## config.mk

```make
export PLATFORM = sky130hd
export DESIGN_NAME = vend_ctrl_flat
export DESIGN_NICKNAME = d
export VERILOG_FILES = /design/src/rtl/vend_pkg.sv /design/src/rtl/vend_if.sv /design/src/rtl/vend_coin_sel.sv /design/src/rtl/vend_ctrl.sv /design/src/flat_wrapper.sv
export SDC_FILE = /design/constraint.sdc
export NUM_CORES = 1
export LEC_CHECK = 0
export CORE_MARGIN = 2
export CORE_UTILIZATION = 39
export CTS_CLUSTER_SIZE = 25
export DETAILED_ROUTE_END_ITERATION = 12
export PLACE_DENSITY = 0.67
export REMOVE_ABC_BUFFERS = 1
export SLEW_MARGIN = 10
export SYNTH_ARGS = -nofsm -noshare
export SYNTH_HDL_FRONTEND = slang
export SYNTH_SLANG_ARGS = --single-unit
```

## constraint.sdc

```tcl
create_clock -name clk -period 2.9 [get_ports clk]
set_input_delay 0.58 -clock clk [delete_from_list [all_inputs] [get_ports clk]]
set_output_delay 0.58 -clock clk [all_outputs]
set_load 0.005 [all_outputs]
```

## src/rtl/vend_pkg.sv

```systemverilog
// Shared types and constants for the vending controller.
package vend_pkg;

   // Controller states: collecting coins, dispensing, paying out change.
   typedef enum logic [1:0] {
      IDLE   = 2'd0,
      VEND   = 2'd1,
      CHANGE = 2'd2
   } vend_state_e;

   // Coin values fit in 5 bits (largest is a quarter).
   localparam int COIN_W = 5;

   localparam logic [COIN_W-1:0] NICKEL  = 5'd5;
   localparam logic [COIN_W-1:0] DIME    = 5'd10;
   localparam logic [COIN_W-1:0] QUARTER = 5'd25;

   // Change is always returned as nickels.
   localparam int CHANGE_UNIT = 5;

endpackage

```

## src/rtl/vend_if.sv

```systemverilog
// Coin/button inputs and dispenser/display outputs of the vending controller.
interface vend_if #(
   parameter int CREDIT_W = 7
);
   logic                nb;
   logic                db;
   logic                qb;
   logic                cancel;
   logic                vend;
   logic                chg_nickel;
   logic                coin_rej;
   logic                busy;
   logic [CREDIT_W-1:0] credit;

   // Coin mechanism / front panel side.
   modport master (
      output nb, db, qb, cancel,
      input  vend, chg_nickel, coin_rej, busy, credit
   );

   // Controller side.
   modport slave (
      input  nb, db, qb, cancel,
      output vend, chg_nickel, coin_rej, busy, credit
   );
endinterface

```

## src/rtl/vend_coin_sel.sv

```systemverilog
// Picks one coin per cycle (quarter > dime > nickel) and flags the losers.
module vend_coin_sel
   import vend_pkg::*;
(
   input  logic              nb,
   input  logic              db,
   input  logic              qb,
   output logic              vld,
   output logic [COIN_W-1:0] value,
   output logic              rej
);

   // Priority select; any coin that loses arbitration must be handed back.
   always_comb begin
      vld   = nb | db | qb;
      value = '0;
      rej   = 1'b0;
      if (qb) begin
         value = QUARTER;
         rej   = db | nb;
      end else if (db) begin
         value = DIME;
         rej   = nb;
      end else if (nb) begin
         value = NICKEL;
      end
   end

endmodule

```

## src/rtl/vend_ctrl.sv

```systemverilog
// Vending controller: accumulates credit, vends at PRICE, pays change as
// paced nickel pulses, and handles cancel/refund.
module vend_ctrl
   import vend_pkg::*;
#(
   parameter int PRICE    = 25,
   parameter int CREDIT_W = 7,
   parameter int CHG_GAP  = 4
) (
   input  logic  clk,
   input  logic  rst,
   vend_if.slave bus
);

   localparam int GAP_W = (CHG_GAP > 1) ? $clog2(CHG_GAP) : 1;
   localparam logic [GAP_W-1:0]    GAP_RELOAD = GAP_W'(CHG_GAP - 1);
   localparam logic [CREDIT_W-1:0] PRICE_C    = CREDIT_W'(PRICE);
   localparam logic [CREDIT_W-1:0] UNIT_C     = CREDIT_W'(CHANGE_UNIT);

   vend_state_e         state_q;
   logic [CREDIT_W-1:0] credit_q;
   logic [GAP_W-1:0]    gap_q;
   logic                coin_rej_q;

   logic                coin_vld;
   logic                coin_lose;
   logic [COIN_W-1:0]   coin_val;
   logic                coin_any;
   logic                cancel_ok;
   logic [CREDIT_W:0]   sum;
   logic [CREDIT_W-1:0] after_price;
   logic [CREDIT_W-1:0] after_unit;

   vend_coin_sel u_sel (
      .nb    (bus.nb),
      .db    (bus.db),
      .qb    (bus.qb),
      .vld   (coin_vld),
      .value (coin_val),
      .rej   (coin_lose)
   );

   // Datapath helpers; subtractions clamp at zero so credit never wraps.
   always_comb begin
      coin_any    = bus.nb | bus.db | bus.qb;
      cancel_ok   = bus.cancel && (credit_q != '0);
      sum         = {1'b0, credit_q} + (CREDIT_W+1)'(coin_val);
      after_price = (credit_q > PRICE_C) ? (credit_q - PRICE_C) : '0;
      after_unit  = (credit_q > UNIT_C)  ? (credit_q - UNIT_C)  : '0;
   end

   // Main FSM: state, credit, change pacing counter and coin reject flag.
   always_ff @(posedge clk or posedge rst) begin
      if (rst) begin
         state_q    <= IDLE;
         credit_q   <= '0;
         gap_q      <= '0;
         coin_rej_q <= 1'b0;
      end else begin
         coin_rej_q <= 1'b0;
         case (state_q)
            IDLE: begin
               if (cancel_ok) begin
                  // Refund wins over any coin in the same cycle.
                  coin_rej_q <= coin_any;
                  gap_q      <= '0;
                  state_q    <= CHANGE;
               end else begin
                  coin_rej_q <= coin_lose;
                  if (coin_vld) begin
                     credit_q <= sum[CREDIT_W-1:0];
                     if (sum >= (CREDIT_W+1)'(PRICE))
                        state_q <= VEND;
                  end
               end
            end
            VEND: begin
               coin_rej_q <= coin_any;
               credit_q   <= after_price;
               gap_q      <= '0;
               state_q    <= (after_price != '0) ? CHANGE : IDLE;
            end
            CHANGE: begin
               coin_rej_q <= coin_any;
               if (gap_q == '0) begin
                  // This cycle is a nickel pulse.
                  credit_q <= after_unit;
                  if (after_unit == '0) begin
                     gap_q   <= '0;
                     state_q <= IDLE;
                  end else begin
                     gap_q   <= GAP_RELOAD;
                  end
               end else begin
                  gap_q <= gap_q - 1'b1;
               end
            end
            default: begin
               state_q <= IDLE;
               gap_q   <= '0;
            end
         endcase
      end
   end

   // Outputs decoded from registered state.
   assign bus.vend       = (state_q == VEND);
   assign bus.chg_nickel = (state_q == CHANGE) && (gap_q == '0);
   assign bus.busy       = (state_q != IDLE);
   assign bus.coin_rej   = coin_rej_q;
   assign bus.credit     = credit_q;

endmodule

```

## src/flat_wrapper.sv

```systemverilog
// flat-port wrapper written by rule: the top's interface ports become plain ports
module vend_ctrl_flat import vend_pkg::*;
#(
   parameter int PRICE    = 25,
   parameter int CREDIT_W = 7,
   parameter int CHG_GAP  = 4
)
  (clk, rst, bus_nb, bus_db, bus_qb, bus_cancel, bus_vend, bus_chg_nickel, bus_coin_rej, bus_busy, bus_credit);
  vend_if #(.CREDIT_W(CREDIT_W)) bus_i ();
  input  logic clk;
  input  logic rst;
  input wire logic [$bits(bus_i.nb)-1:0] bus_nb;
  input wire logic [$bits(bus_i.db)-1:0] bus_db;
  input wire logic [$bits(bus_i.qb)-1:0] bus_qb;
  input wire logic [$bits(bus_i.cancel)-1:0] bus_cancel;
  output wire logic [$bits(bus_i.vend)-1:0] bus_vend;
  output wire logic [$bits(bus_i.chg_nickel)-1:0] bus_chg_nickel;
  output wire logic [$bits(bus_i.coin_rej)-1:0] bus_coin_rej;
  output wire logic [$bits(bus_i.busy)-1:0] bus_busy;
  output wire logic [$bits(bus_i.credit)-1:0] bus_credit;
  assign bus_i.nb = bus_nb;
  assign bus_i.db = bus_db;
  assign bus_i.qb = bus_qb;
  assign bus_i.cancel = bus_cancel;
  assign bus_vend = bus_i.vend;
  assign bus_chg_nickel = bus_i.chg_nickel;
  assign bus_coin_rej = bus_i.coin_rej;
  assign bus_busy = bus_i.busy;
  assign bus_credit = bus_i.credit;
  vend_ctrl #(.PRICE(PRICE), .CREDIT_W(CREDIT_W), .CHG_GAP(CHG_GAP)) u_core (.clk(clk), .rst(rst), .bus(bus_i));
endmodule
```

==> impl_metrics.py <==
metrics = {
    "power": {
        "power.total_w": 0.00226,
        "p_leak_nw": 0.821,
        "p_per_area_nw_per_um2": 1220,
        "peakVddDrop_uv": 510,
    },
    "logic_synthesis": {
        "synth_ff_type": "dfrtp_1",
        "synth_compound_area_share_pct": 30.5,
        "ys_seq_area_share_pct": 20.9,
        "synth_edf_count": 0,
        "netlist_area_um2": 1440,
        "synth.ff_latch_count": 12,
        "synth_fa_ha_area_share_pct": 12.5,
        "muxShareOfSynthArea_pct": 2.18,
        "synthSimpleGateAreaFrac_pct": 25.1,
        "synth_warnings": 0,
        "synth_xor_area_share_pct": 1.83,
        "synth_cell_types": 57,
        "ys_async_sr_fraction_pct": 100,
        "syn_inst": 185,
        "syn_avg_cell_area_um2": 7.77,
        "synth_top_family_by_area": "compound AO/OA/AOI/OAI gates",
    },
    "floorplan": {
        "core_um2": 3610,
        "die_x_um": 64.7,
        "start_util_pct": 39.9,
        "ios": 17,
        "die_area_um2": 4190,
        "fp.dieH_um": 64.7,
        "rows": 22,
    },
    "worst_setup_path": {
        "crit_type": "in2reg",
        "cp-startpoint": "bus_nb",
        "crit_path_end_kind": "register",
        "cp.required_ps": 3020,
        "arrival_ps": 2680,
        "startpoint_type": "input port",
        "cp_slowest_cell": "fa_2",
        "max_stage_delay_ps": 380,
        "path_max_fanout": 2,
        "cpMostUsedCell": "inv_1",
        "r2r-start": "u_core.bus.credit[0]$_DFFE_PP0P_",
        "path_cells": "dlymetal6s2s_1 -> inv_1 -> o21bai_1 -> ha_2 -> inv_1 -> fa_2 -> nor2b_4 -> o2111ai_2 -> a21o_1 -> a32oi_2 -> a31oi_1 -> mux2_1",
    },
    "layout": {
        "syn2layout_area_growth_pct": 28.9,
        "diodes": 0,
        "fin_area_um2": 1850,
        "num-nets-final": 235,
        "drive_gt1_share_pct": 18.2,
        "final_core_util_pct": 51.4,
        "n_fill_cell": 351,
    },
    "drt": {
        "postRouteAntennaNets": 0,
        "drc": 0,
        "viasPerCell": 5.63,
        "vias": 1475,
        "drtIter0Drc": 92,
        "finalWirelength_um": 3870,
        "drt_first_pass_iters": 4,
        "wl_per_cell_um": 14.8,
    },
    "cts": {
        "clkTransAtPathRegs_ps": 60,
        "clock_sink_count": 12,
        "cts_buffers": 3,
        "cts_root_buf": "clkbuf_8",
        "cts_tree": "done",
        "cts_hold_buf": 0,
        "clk_latency_ps": 240,
        "postCtsSetupBuffers": 0,
        "htree_levels": 1,
        "cts_max_path_buffers": 2,
    },
    "timing": {
        "period_minus_slack_ps": 2560,
        "finalClockSkew_ps": 4.58,
        "worst_slew_pin_slew_ps": 627,
        "setup_violations": 0,
        "fmax_mhz": 391,
        "setup_slack_ps": 343,
        "rsz0062_at_grt": "no",
        "period_share_pct": 88.2,
        "final_hold_viol_count": 0,
        "drv_slew": 0,
        "max-slew-margin-rel_pct": 58.2,
    },
    "grt": {
        "grt_util_all_layers_pct": 19.6,
        "grt_pass1_wl_um": 6370,
        "antenna_found_initial": 0,
        "grt_max_degree": 21,
        "grt-ovfl-total": 0,
        "grt_pass1_vias": 1312,
    },
    "worst_hold_path": {
        "hold_start": "u_core.gap_q[1]$_DFFE_PP0N_",
        "min_path_type": "reg2reg",
    },
    "place": {
        "dpl_cell_area_um2": 1750,
        "port_buffers": 16,
        "place_ws_ps": -271,
        "routabilityCongestion": 0.939,
        "dp_hpwl_um": 2890,
    },
    "outcome": {
        "outcome": "complete, no violations",
    },
    "run": {
        "cap_violations": 0,
    },
}
cell usage in the layout (no fill, tap or decap), types with 4 or more instances in the layout:
master	Yosys	final
inv_1	14	14
o21ai_0	12	12
and2_1	4	4
dfrtp_1	12	12
a21oi_1	7	7
nand2_1	19	19
buf_4	1	19
clkdlybuf4s50_1	0	13
ha_1	12	11
nor2_1	12	12
a21o_1	4	4
nand2b_1	5	5
or2_2	4	4
kinds of logic after synthesis:
logic type      after synthesis
simple gates                 67
xor+xnor                      3
compound gates               63
mux                           3
buf+inv                      23
fa+ha+maj                    14
flops                        12
final timing paths:
check / end / slack, ps / cells past startpoint
worst min-delay path: u_core.gap_q[1]$_DFFE_PP0N_ / 540 / 2
worst max-delay path: u_core.state_q[1]$_DFFE_PP0P_ / 340 / 12
worst min register to register: u_core.gap_q[1]$_DFFE_PP0N_ / 540 / 2
min in group asynchronous: u_core.bus.coin_rej$_DFF_PP0_ / 660 / 2
max in group asynchronous: u_core.bus.credit[5]$_DFFE_PP0P_ / 1900 / 2
worst max register to register: u_core.state_q[1]$_DFFE_PP0P_ / 360 / 8
state kept, by name, summed over array words and instances, names as in the netlist:
register,cells
u_core.bus.coin_rej,1
u_core.bus.credit,7
u_core.gap_q,2
u_core.state_q,2
cell usage after synthesis, types with 2 or more instances:
master	count	area [um^2]
inv_1	14	52.6
o21bai_1	3	22.5
a31oi_1	3	18.8
a21oi_1	7	35.0
nand3b_1	2	15.0
o211ai_1	3	22.5
nand3_1	3	15.0
o22ai_1	4	25.0
ha_1	12	150
o311ai_0	3	26.3
nor3_1	3	15.0
or2_2	4	25.0
buf_2	3	15.0
a211oi_1	4	30.0
nand2b_1	5	31.3
o221ai_1	2	17.5
nor2_1	12	45.0
nor2b_1	3	18.8
clkbuf_1	4	15.0
a221oi_1	3	26.3
xor2_1	2	17.5
and2_1	4	25.0
o21ai_1	2	10.0
nor3b_1	2	15.0
a22oi_1	2	15.0
nand2_1	19	71.3
a21o_1	4	30.0
o21ai_0	12	60.1
mux2i_1	2	20.0
dfrtp_1	12	300
critical path: cells and delay by family:
family / cells / cell delay, ps
AO/OA/AOI/OAI: 5 / 830
adder cells (fa/ha/maj): 2 / 580
buffers and inverters: 3 / 220
multiplexers: 1 / 320
AND/OR/NAND/NOR: 1 / 150
layout make-up:
class | count | area, um^2 | share of cell area (%)
tap | 48 | 60.1 | 3.24
clock buffer | 3 | 41.3 | 2.23
inverter | 14 | 52.6 | 2.84
sequential | 12 | 300 | 16.2
timing repair buffer | 35 | 310 | 16.7
multi-input combinational | 150 | 1090 | 58.7
where the power goes:
part           switching [W]  internal [W]  total [W]
clock              0.0000636     0.0000917   0.000155
sequential          0.000172      0.000250   0.000422
combinational       0.000860      0.000826    0.00169
total                0.00110       0.00117    0.00226
metrics by stage:
step / hold slack [ps] / TNS [ps] / cells
after floorplan: 445 / 0 / 176
after global placement: 517 / -288 / 259
after detailed placement: 526 / -399 / 259
after CTS: 535 / 0 / 262
after global routing: 550 / 0 / 262
final: 536 / 0 / 262
per-layer routing:
layer	up-vias	track usage (%)	wire (um)
met5	-	0	0
met4	0	9.04	78
met3	10	1.39	134
met2	42	32.1	1890
met1	681	26.1	1760
li1	742	-	-
timing repair:
item / 4_1_cts / 5_1_grt
gates resized for setup: 4 / 9
setup endpoints to repair: 1 / 3
pin swaps: 3 / 8
Power figures use the tool's default switching activity.
